$ cat src/rtl/lock_controller.sv
// lock_controller: door-lock sequencer around an external code detector.
// Arms the detector on the start button, releases the latch on a correct
// code, counts consecutive failed attempts and locks out after too many.
//
// state   | meaning
// IDLE    | waiting for start button, detector held in reset
// ARMED   | detector running, waiting for success/abort/timeout
// OPEN    | latch released for a fixed number of cycles
// HOLD    | door physically open, latch re-engaged, wait for close
// LOCKOUT | too many failures, alarm on, all inputs ignored
module lock_controller #(
  parameter int UNLOCK_CYCLES  = 8,
  parameter int ENTRY_TIMEOUT  = 32,
  parameter int LOCKOUT_CYCLES = 16,
  parameter int MAX_FAILS      = 3
) (
  input  logic       Clk,
  input  logic       Reset,
  input  logic       S,
  input  logic       U,
  input  logic       Fail,
  input  logic       DoorOpen,
  output logic       DetRst,
  output logic       DetStart,
  output logic       Latch,
  output logic       Alarm,
  output logic [1:0] FailCnt
);

  typedef enum logic [2:0] {
    IDLE    = 3'd0,
    ARMED   = 3'd1,
    OPEN    = 3'd2,
    HOLD    = 3'd3,
    LOCKOUT = 3'd4
  } state_t;

  // Last counter value of each timed state (counter starts at 0 on entry).
  localparam logic [7:0] ENTRY_LAST   = 8'(ENTRY_TIMEOUT - 1);
  localparam logic [7:0] UNLOCK_LAST  = 8'(UNLOCK_CYCLES - 1);
  localparam logic [7:0] LOCKOUT_LAST = 8'(LOCKOUT_CYCLES - 1);
  localparam logic [2:0] FAIL_LIMIT   = 3'(MAX_FAILS);

  state_t     state;
  state_t     state_nxt;
  logic [7:0] cnt;
  logic [1:0] fail_cnt_nxt;
  logic [2:0] fail_inc;
  logic       timed_nxt;

  // Widened so the compare against MAX_FAILS cannot wrap.
  assign fail_inc = {1'b0, FailCnt} + 3'd1;

  // Start strobe is combinational so it coincides with the IDLE->ARMED edge.
  assign DetStart = Reset && (state == IDLE) && S;

  // Next-state and failure-count decision.
  always_comb begin
    state_nxt    = state;
    fail_cnt_nxt = FailCnt;
    case (state)
      IDLE: begin
        if (S) state_nxt = ARMED;
      end
      ARMED: begin
        if (U) begin
          state_nxt    = OPEN;
          fail_cnt_nxt = 2'd0;
        end else if (Fail || (cnt == ENTRY_LAST)) begin
          // On the lockout path the count stays at MAX_FAILS-1 (saturated).
          if (fail_inc == FAIL_LIMIT) begin
            state_nxt = LOCKOUT;
          end else begin
            state_nxt    = IDLE;
            fail_cnt_nxt = fail_inc[1:0];
          end
        end
      end
      OPEN: begin
        if (DoorOpen)                state_nxt = HOLD;
        else if (cnt == UNLOCK_LAST) state_nxt = IDLE;
      end
      HOLD: begin
        if (!DoorOpen) state_nxt = IDLE;
      end
      LOCKOUT: begin
        if (cnt == LOCKOUT_LAST) begin
          state_nxt    = IDLE;
          fail_cnt_nxt = 2'd0;
        end
      end
      default: state_nxt = IDLE;
    endcase
  end

  // Only the timed states advance the shared counter.
  assign timed_nxt = (state_nxt == ARMED) || (state_nxt == OPEN) || (state_nxt == LOCKOUT);

  // State, counter, failure count and Moore outputs registered together.
  always_ff @(posedge Clk) begin
    if (!Reset) begin
      state   <= IDLE;
      cnt     <= 8'd0;
      FailCnt <= 2'd0;
      DetRst  <= 1'b1;
      Latch   <= 1'b0;
      Alarm   <= 1'b0;
    end else begin
      state   <= state_nxt;
      FailCnt <= fail_cnt_nxt;
      if ((state_nxt != state) || !timed_nxt) cnt <= 8'd0;
      else                                    cnt <= cnt + 8'd1;
      DetRst  <= (state_nxt != ARMED);
      Latch   <= (state_nxt == OPEN);
      Alarm   <= (state_nxt == LOCKOUT);
    end
  end

endmodule

$ cat config.mk
export PLATFORM = sky130hd
export DESIGN_NAME = lock_controller
export DESIGN_NICKNAME = d
export VERILOG_FILES = /design/src/rtl/lock_controller.sv
export SDC_FILE = /design/constraint.sdc
export NUM_CORES = 1
export LEC_CHECK = 0
export CAP_MARGIN = 20
export CELL_PAD_IN_SITES_DETAIL_PLACEMENT = 0
export CELL_PAD_IN_SITES_GLOBAL_PLACEMENT = 2
export CORE_MARGIN = 8
export CORE_UTILIZATION = 36
export CTS_BUF_LIST = sky130_fd_sc_hd__clkbuf_2 sky130_fd_sc_hd__clkbuf_4 sky130_fd_sc_hd__clkbuf_8
export DETAILED_ROUTE_END_ITERATION = 6
export PLACE_DENSITY = 0.93
export SKIP_CTS_REPAIR_TIMING = 1
export SYNTH_ARGS = -nofsm -noshare
export SYNTH_HDL_FRONTEND = slang
export SYNTH_SLANG_ARGS = --single-unit
export TNS_END_PERCENT = 100
$ cat constraint.sdc
create_clock -name Clk -period 4.1 [get_ports Clk]
set_clock_uncertainty 0.2 [all_clocks]
set_input_delay 0.82 -clock Clk [delete_from_list [all_inputs] [get_ports Clk]]
set_output_delay 0.82 -clock Clk [all_outputs]
set_load 0.005 [all_outputs]
==> metrics, run 1 <==
run status=finished, final reports clean; CP max stage cell=clkdlybuf4s50_1; crit path kind=in -> out; max-cap violations=0; period utilization=0.8381; syn_area_per_cell=8.588 um^2; die span in y=65.57 um; Starting Density=0.3671; First DRT Iteration DRCs=25; initial antenna violation count=0; Total Power=0.3332 mW; DR WL/cell=13.13 um; synth top area cells=dfxtp_1 36%, nor3_1 5.7%, nand2_1 3.4%; DRC errors left=0; most common cell in the netlist=dfxtp_1; worst vdd ir=0.1762 mV; worst slew pin tran=484.2 ps; Slew Limit Headroom=0.6762; first-pass GRT wire length=3.318 mm; max-slew violations=0; Site Rows=18; routed vias=776; die area=4299 um^2; clk buf depth=2; ys async rst share=0; final hold vios=0; largest net degree at the start of global routing=15; Finish-stage setup viols=0; Crit path arrival time=2420 ps; die width=65.57 um; post-synthesis register bit count=16; Critical Path, Cell by Cell=clkdlybuf4s50_1, or3b_2, nor3_1, clkdlybuf4s50_1; layout cells sized above 1=0.1391; antenna cell count=0; clock latency on the worst-skew pair=280 ps; min Tclk post-route=3436 ps; Area growth, synth to finish=19.24%; CP Capture Type=primary output; RSZ-0062 raised after global routing=false; leakage=0.3759 nW; number of synthesized flops with an enable pin=0; Num CTS Buffers=3; Synth cell types=38; Yosys top cell by area=dfxtp_1; YS warnings=0; Synth Instances=103; hpwl dp=1.487 mm; RePlAce Congestion=0.7884; Routed Antenna Nets=0; Max Fclk=291.0 MHz; worst endpoint required time=3080 ps; Main synth FF type=dfxtp_1; commonest cells in the netlist=16 x dfxtp_1, 10 x nor3_1, 8 x nand2_1; I/O pin count=12; Post-Syn Area=884.6 um^2; via/cell ratio=5.352; r2r setup slk=1830 ps; top cell type's share of synthesized area=0.3621; cell mode on critical path=clkdlybuf4s50_1; sequential fraction of the synthesis area=0.3621; core area=2410 um^2; Routed WL=1.904 mm; worst hold path cell count=1; Worst Path Max Fanout=2; CP Launch Type=input pin; clock-pin slew on the worst setup and hold paths=90 ps; clk sinks=16; vias in the first global route=731; max incr delay on CP=530 ps; final core occ=0.4377; power per cell area=315.9 nW/um^2; first-pass detailed-route iteration total=4; port bufs=11; Worst Hold Class=reg -> reg; CTS tree=built; FF-to-FF Start=state[1]; grt ovf=0; all-layer global routing usage=0.09665; root buffer cell=clkbuf_4; fin nets=124; Synth Net Count=111; RR Endpoint=cnt[2]; Hold Path Sink=cnt[0]; setup TNS=0 ps; H-tree depth=1; worst hold start=cnt[0]; worst reg-to-reg path cell count=5
-- layer usage --
| layer | GRT usage | up-vias | part of all wire |
|---|---|---|---|
| met3 | 0.02891 | 0 | 0.033 |
| met4 | 0.03270 | 0 | 0 |
| met5 | 0 | - | 0 |
| met1 | 0.1267 | 371 | 0.51 |
| met2 | 0.1464 | 6 | 0.45 |
| li1 | - | 399 | - |
-- critical path, delay by kind of cell --
kind                   cells  cell delay, ps
buffers and inverters      2            1000
and+or+nand+nor            2             600
-- how the worst max path moves through the flow --
stage,from,endpoint,slack [ps],cells after the start
3_3_place_gp,S,DetStart,670,4
3_5_place_dp,S,DetStart,650,4
6_report,S,DetStart,660,4
4_1_cts,S,DetStart,650,4
2_1_floorplan,S,DetStart,1650,2
5_1_grt,S,DetStart,540,4
-- logic make-up after synthesis --
family,after synthesis,share of synthesized area
xor gates and xnor gates,6,0.05942
buffers and inverters,10,0.04526
adders and majority gates,2,0.02828
DFF,16,0.3621
AOI/OAI and AO/OA,23,0.2023
and+or+nand+nor,46,0.3027
-- flip-flops by register name, summed over array words and instances (netlist names) --
| name | cells |
|---|---|
| state | 3 |
| Alarm | 1 |
| FailCnt | 2 |
| DetRst | 1 |
| cnt | 8 |
| Latch | 1 |
-- cell type report --
type | count | area [um^2]
flip-flops and latches | 16 | 320.3
fillers | 248 | 1355
well taps | 30 | 37.54
clock buffers | 4 | 36.28
repair buffers | 11 | 110.1
inverters | 7 | 26.28
multi-input cells | 77 | 524.3
-- metrics by stage --
| stage | hold WS (ps) | instances | instance area [um^2] | setup slack (ps) |
|---|---|---|---|---|
| CTS | 265.4 | 145 | 1055 | 651.2 |
| floorplan | 233.1 | 103 | 884.6 | 1646 |
| global route | 291.9 | 145 | 1055 | 542.9 |
| detailed placement | 251.3 | 141 | 1018 | 651.7 |
| global placement | 245.3 | 141 | 1018 | 674.4 |
| finish | 264.1 | 145 | 1055 | 663.6 |
-- power breakdown --
part	internal (mW)	leakage (nW)	switching, mW	total (mW)
clock network	0.0540	0.0210	0.0508	0.105
logic	0.0287	0.225	0.0305	0.0593
registers	0.161	0.130	0.00775	0.169
-- layout by cell type (no fill, tap or decap), types with 2 or more instances in the layout --
cell	n
o21ai_0	3
inv_1	7
nand2b_1	2
a21oi_2	2
nor2_1	7
xnor2_1	3
nand3_1	4
nand2_1	8
or4_4	2
and2_1	2
a211o_1	2
xor2_1	3
ha_1	2
clkbuf_4	3
or2_2	3
a21oi_1	4
nor3_1	10
clkdlybuf4s50_1	11
o2111ai_1	2
dfxtp_1	16
Power figures use the tool's default switching activity.
==> run 2: changes to the inputs <==
--- a/config.mk
+++ b/config.mk
@@ -9,10 +9,10 @@
 export CELL_PAD_IN_SITES_DETAIL_PLACEMENT = 0
 export CELL_PAD_IN_SITES_GLOBAL_PLACEMENT = 2
 export CORE_MARGIN = 8
-export CORE_UTILIZATION = 36
+export CORE_UTILIZATION = 33
 export CTS_BUF_LIST = sky130_fd_sc_hd__clkbuf_2 sky130_fd_sc_hd__clkbuf_4 sky130_fd_sc_hd__clkbuf_8
 export DETAILED_ROUTE_END_ITERATION = 6
-export PLACE_DENSITY = 0.93
+export PLACE_DENSITY = 0.87
 export SKIP_CTS_REPAIR_TIMING = 1
 export SYNTH_ARGS = -nofsm -noshare
 export SYNTH_HDL_FRONTEND = slang
==> constraint.sdc (replaced) <==
create_clock -name Clk -period 3.6 [get_ports Clk]
set_clock_uncertainty 0.2 [all_clocks]
set_input_delay 0.72 -clock Clk [delete_from_list [all_inputs] [get_ports Clk]]
set_output_delay 0.72 -clock Clk [all_outputs]
set_load 0.005 [all_outputs]
==> metrics, run 2 (same netlist as run 1, synthesis figures left out) <==
run status=finished, final reports clean (unchanged); worst endpoint required time=2680 ps (was 3080 ps); Num CTS Buffers=3 (unchanged); First DRT Iteration DRCs=9 (was 25); die area=4593 um^2 (was 4299 um^2); Critical Path, Cell by Cell=clkdlybuf4s50_1, or3b_2, nor3_1, clkdlybuf4s50_1 (unchanged); worst hold path cell count=1 (unchanged); CP delay by family, top=buffers and inverters (unchanged); Worst Path Max Fanout=2 (unchanged); via/cell ratio=5.414 (was 5.352); Crit path arrival time=2350 ps (was 2420 ps); initial antenna violation count=0 (unchanged); antenna cell count=0 (unchanged); sw power=0.1028 mW (was 0.08907 mW); final core occ=0.4219 (was 0.4377); I/O pin count=12 (unchanged); CP Launch Type=input pin (unchanged); Finish-stage setup viols=0 (unchanged); Routed Antenna Nets=0 (unchanged); H-tree depth=1 (unchanged); clk sinks=16 (unchanged); Slew Limit Headroom=0.6755 (was 0.6762); first-pass GRT wire length=3.491 mm (was 3.318 mm); RSZ-0062 raised after global routing=false (unchanged); Top reg by flops=cnt (unchanged); r2r setup slk=1290 ps (was 1830 ps); clk buf depth=2 (unchanged); CP max stage cell=clkdlybuf4s50_1 (unchanged); Area growth, synth to finish=19.24% (unchanged); grt ovf=0 (unchanged); Clock power frac=0.319 (was 0.315); fill cell count=257 (was 248); RR Endpoint=cnt[5] (was cnt[2]); max-slew violations=0 (unchanged); vias in the first global route=774 (was 731); hpwl dp=1.525 mm (was 1.487 mm); layout cells sized above 1=0.1391 (unchanged); Hold Path Sink=cnt[0] (unchanged); Sequential Power Share=0.506 (was 0.507); Switching Fraction=0.2700 (was 0.2673); Max Fclk=306.2 MHz; crit path from=S (unchanged); max incr delay on CP=530 ps (about the same); most common library cell in the layout ignoring fill and taps=dfxtp_1 (unchanged); worst path bufs/invs=2 (unchanged); clock-pin slew on the worst setup and hold paths=100 ps (was 90 ps); min Tclk post-route=3266 ps; worst slew pin tran=485.3 ps (was 484.2 ps); largest net degree at the start of global routing=15 (unchanged); worst hold start=cnt[0] (unchanged); cell mode on critical path=clkdlybuf4s50_1 (unchanged); routed vias=785 (was 776); port bufs=11 (unchanged); period utilization=0.9073; max-cap violations=0 (unchanged); clock latency on the worst-skew pair=290 ps (was 280 ps); Starting Density=0.3539 (was 0.3671); Routed WL=2.017 mm (was 1.904 mm); Site Rows=18 (unchanged); DR WL/cell=13.91 um (was 13.13 um); leakage=0.3759 nW (unchanged); CP Capture Type=primary output (unchanged); worst vdd ir=0.2689 mV (was 0.1762 mV); all-layer global routing usage=0.09876 (was 0.09665); first-pass detailed-route iteration total=2 (was 4); CTS tree=built (unchanged); power per cell area=361.2 nW/um^2 (was 315.9 nW/um^2); die width=67.78 um (was 65.57 um); die span in y=67.78 um (was 65.57 um); setup TNS=0 ps (unchanged); core area=2500 um^2 (was 2410 um^2); Regs by FF count=cnt x8, state x3, FailCnt x2 (unchanged); root buffer cell=clkbuf_4 (unchanged); max reg flops=8 (unchanged); crit path kind=in -> out (unchanged); RePlAce Congestion=0.7598 (was 0.7884); most frequent cells in the layout=16 x dfxtp_1, 11 x clkdlybuf4s50_1, 10 x nor3_1 (unchanged); Worst Hold Class=reg -> reg (unchanged); FF-to-FF Start=state[1] (unchanged); worst reg-to-reg path cell count=5 (unchanged); internal power=0.2781 mW (was 0.2441 mW); DRC errors left=0 (unchanged); final hold vios=0 (unchanged); fin nets=124 (unchanged); Combinational Power Share=0.175 (was 0.178)
-- run 2: cell counts in the layout (fill, tap and decap cells not counted) --
No cell type changed its count.
-- run 2: area by class of cell --
| cell class | count | area, um^2 | share of cell area |
|---|---|---|---|
| Inverter | 7 | 26.28 | 0.02491 |
| Multi-Input combinational cell | 77 | 524.3 | 0.4970 |
| Clock buffer | 4 | 36.28 | 0.03440 |
| Sequential cell | 16 | 320.3 | 0.3037 |
| Tap cell | 30 | 37.54 | 0.03559 |
| Timing Repair Buffer | 11 | 110.1 | 0.1044 |
-- run 2: power by group through the flow --
stage | Clock (mW) | Sequential (mW) | Combinational, mW
2_1_floorplan | 0 | 0.191 | 0.0485
3_3_place_gp | 0 | 0.197 | 0.0676
3_5_place_dp | 0 | 0.197 | 0.0674
4_1_cts | 0.129 | 0.193 | 0.0676
5_1_grt | 0.135 | 0.194 | 0.0749
6_report | 0.122 | 0.193 | 0.0667
-- run 2: per-stage QoR --
| stage | hold WS, ps | cell area (um^2) | worst slack, ps | total power [mW] | std cells |
|---|---|---|---|---|---|
| 2_1_floorplan | 233.1 | 884.6 | 1340 | 0.2396 | 103 |
| 5_1_grt | 302.3 | 1055 | 259.9 | 0.4046 | 145 |
| 3_5_place_dp | 260.1 | 1018 | 323.3 | 0.2640 | 141 |
| 3_3_place_gp | 248.0 | 1018 | 369.7 | 0.2643 | 141 |
| 4_1_cts | 275.0 | 1055 | 323.4 | 0.3888 | 145 |
| 6_report | 271.5 | 1055 | 333.9 | 0.3809 | 145 |
-- run 2: worst max path at each step --
stage,end,slack [ps],cells past startpoint
3_3_place_gp,DetStart,370,4
2_1_floorplan,cnt[1],1340,5
4_1_cts,DetStart,320,4
5_1_grt,DetStart,260,4
3_5_place_dp,DetStart,320,4
6_report,DetStart,330,4
-- run 2: routing by layer --
metal  global-route usage  up-vias  share of wire
li1                     -      404              -
met1               0.1114      364           0.46
met2               0.1562       13           0.45
met3              0.04967        4          0.073
met4              0.03836        0          0.019
met5                    0        -              0
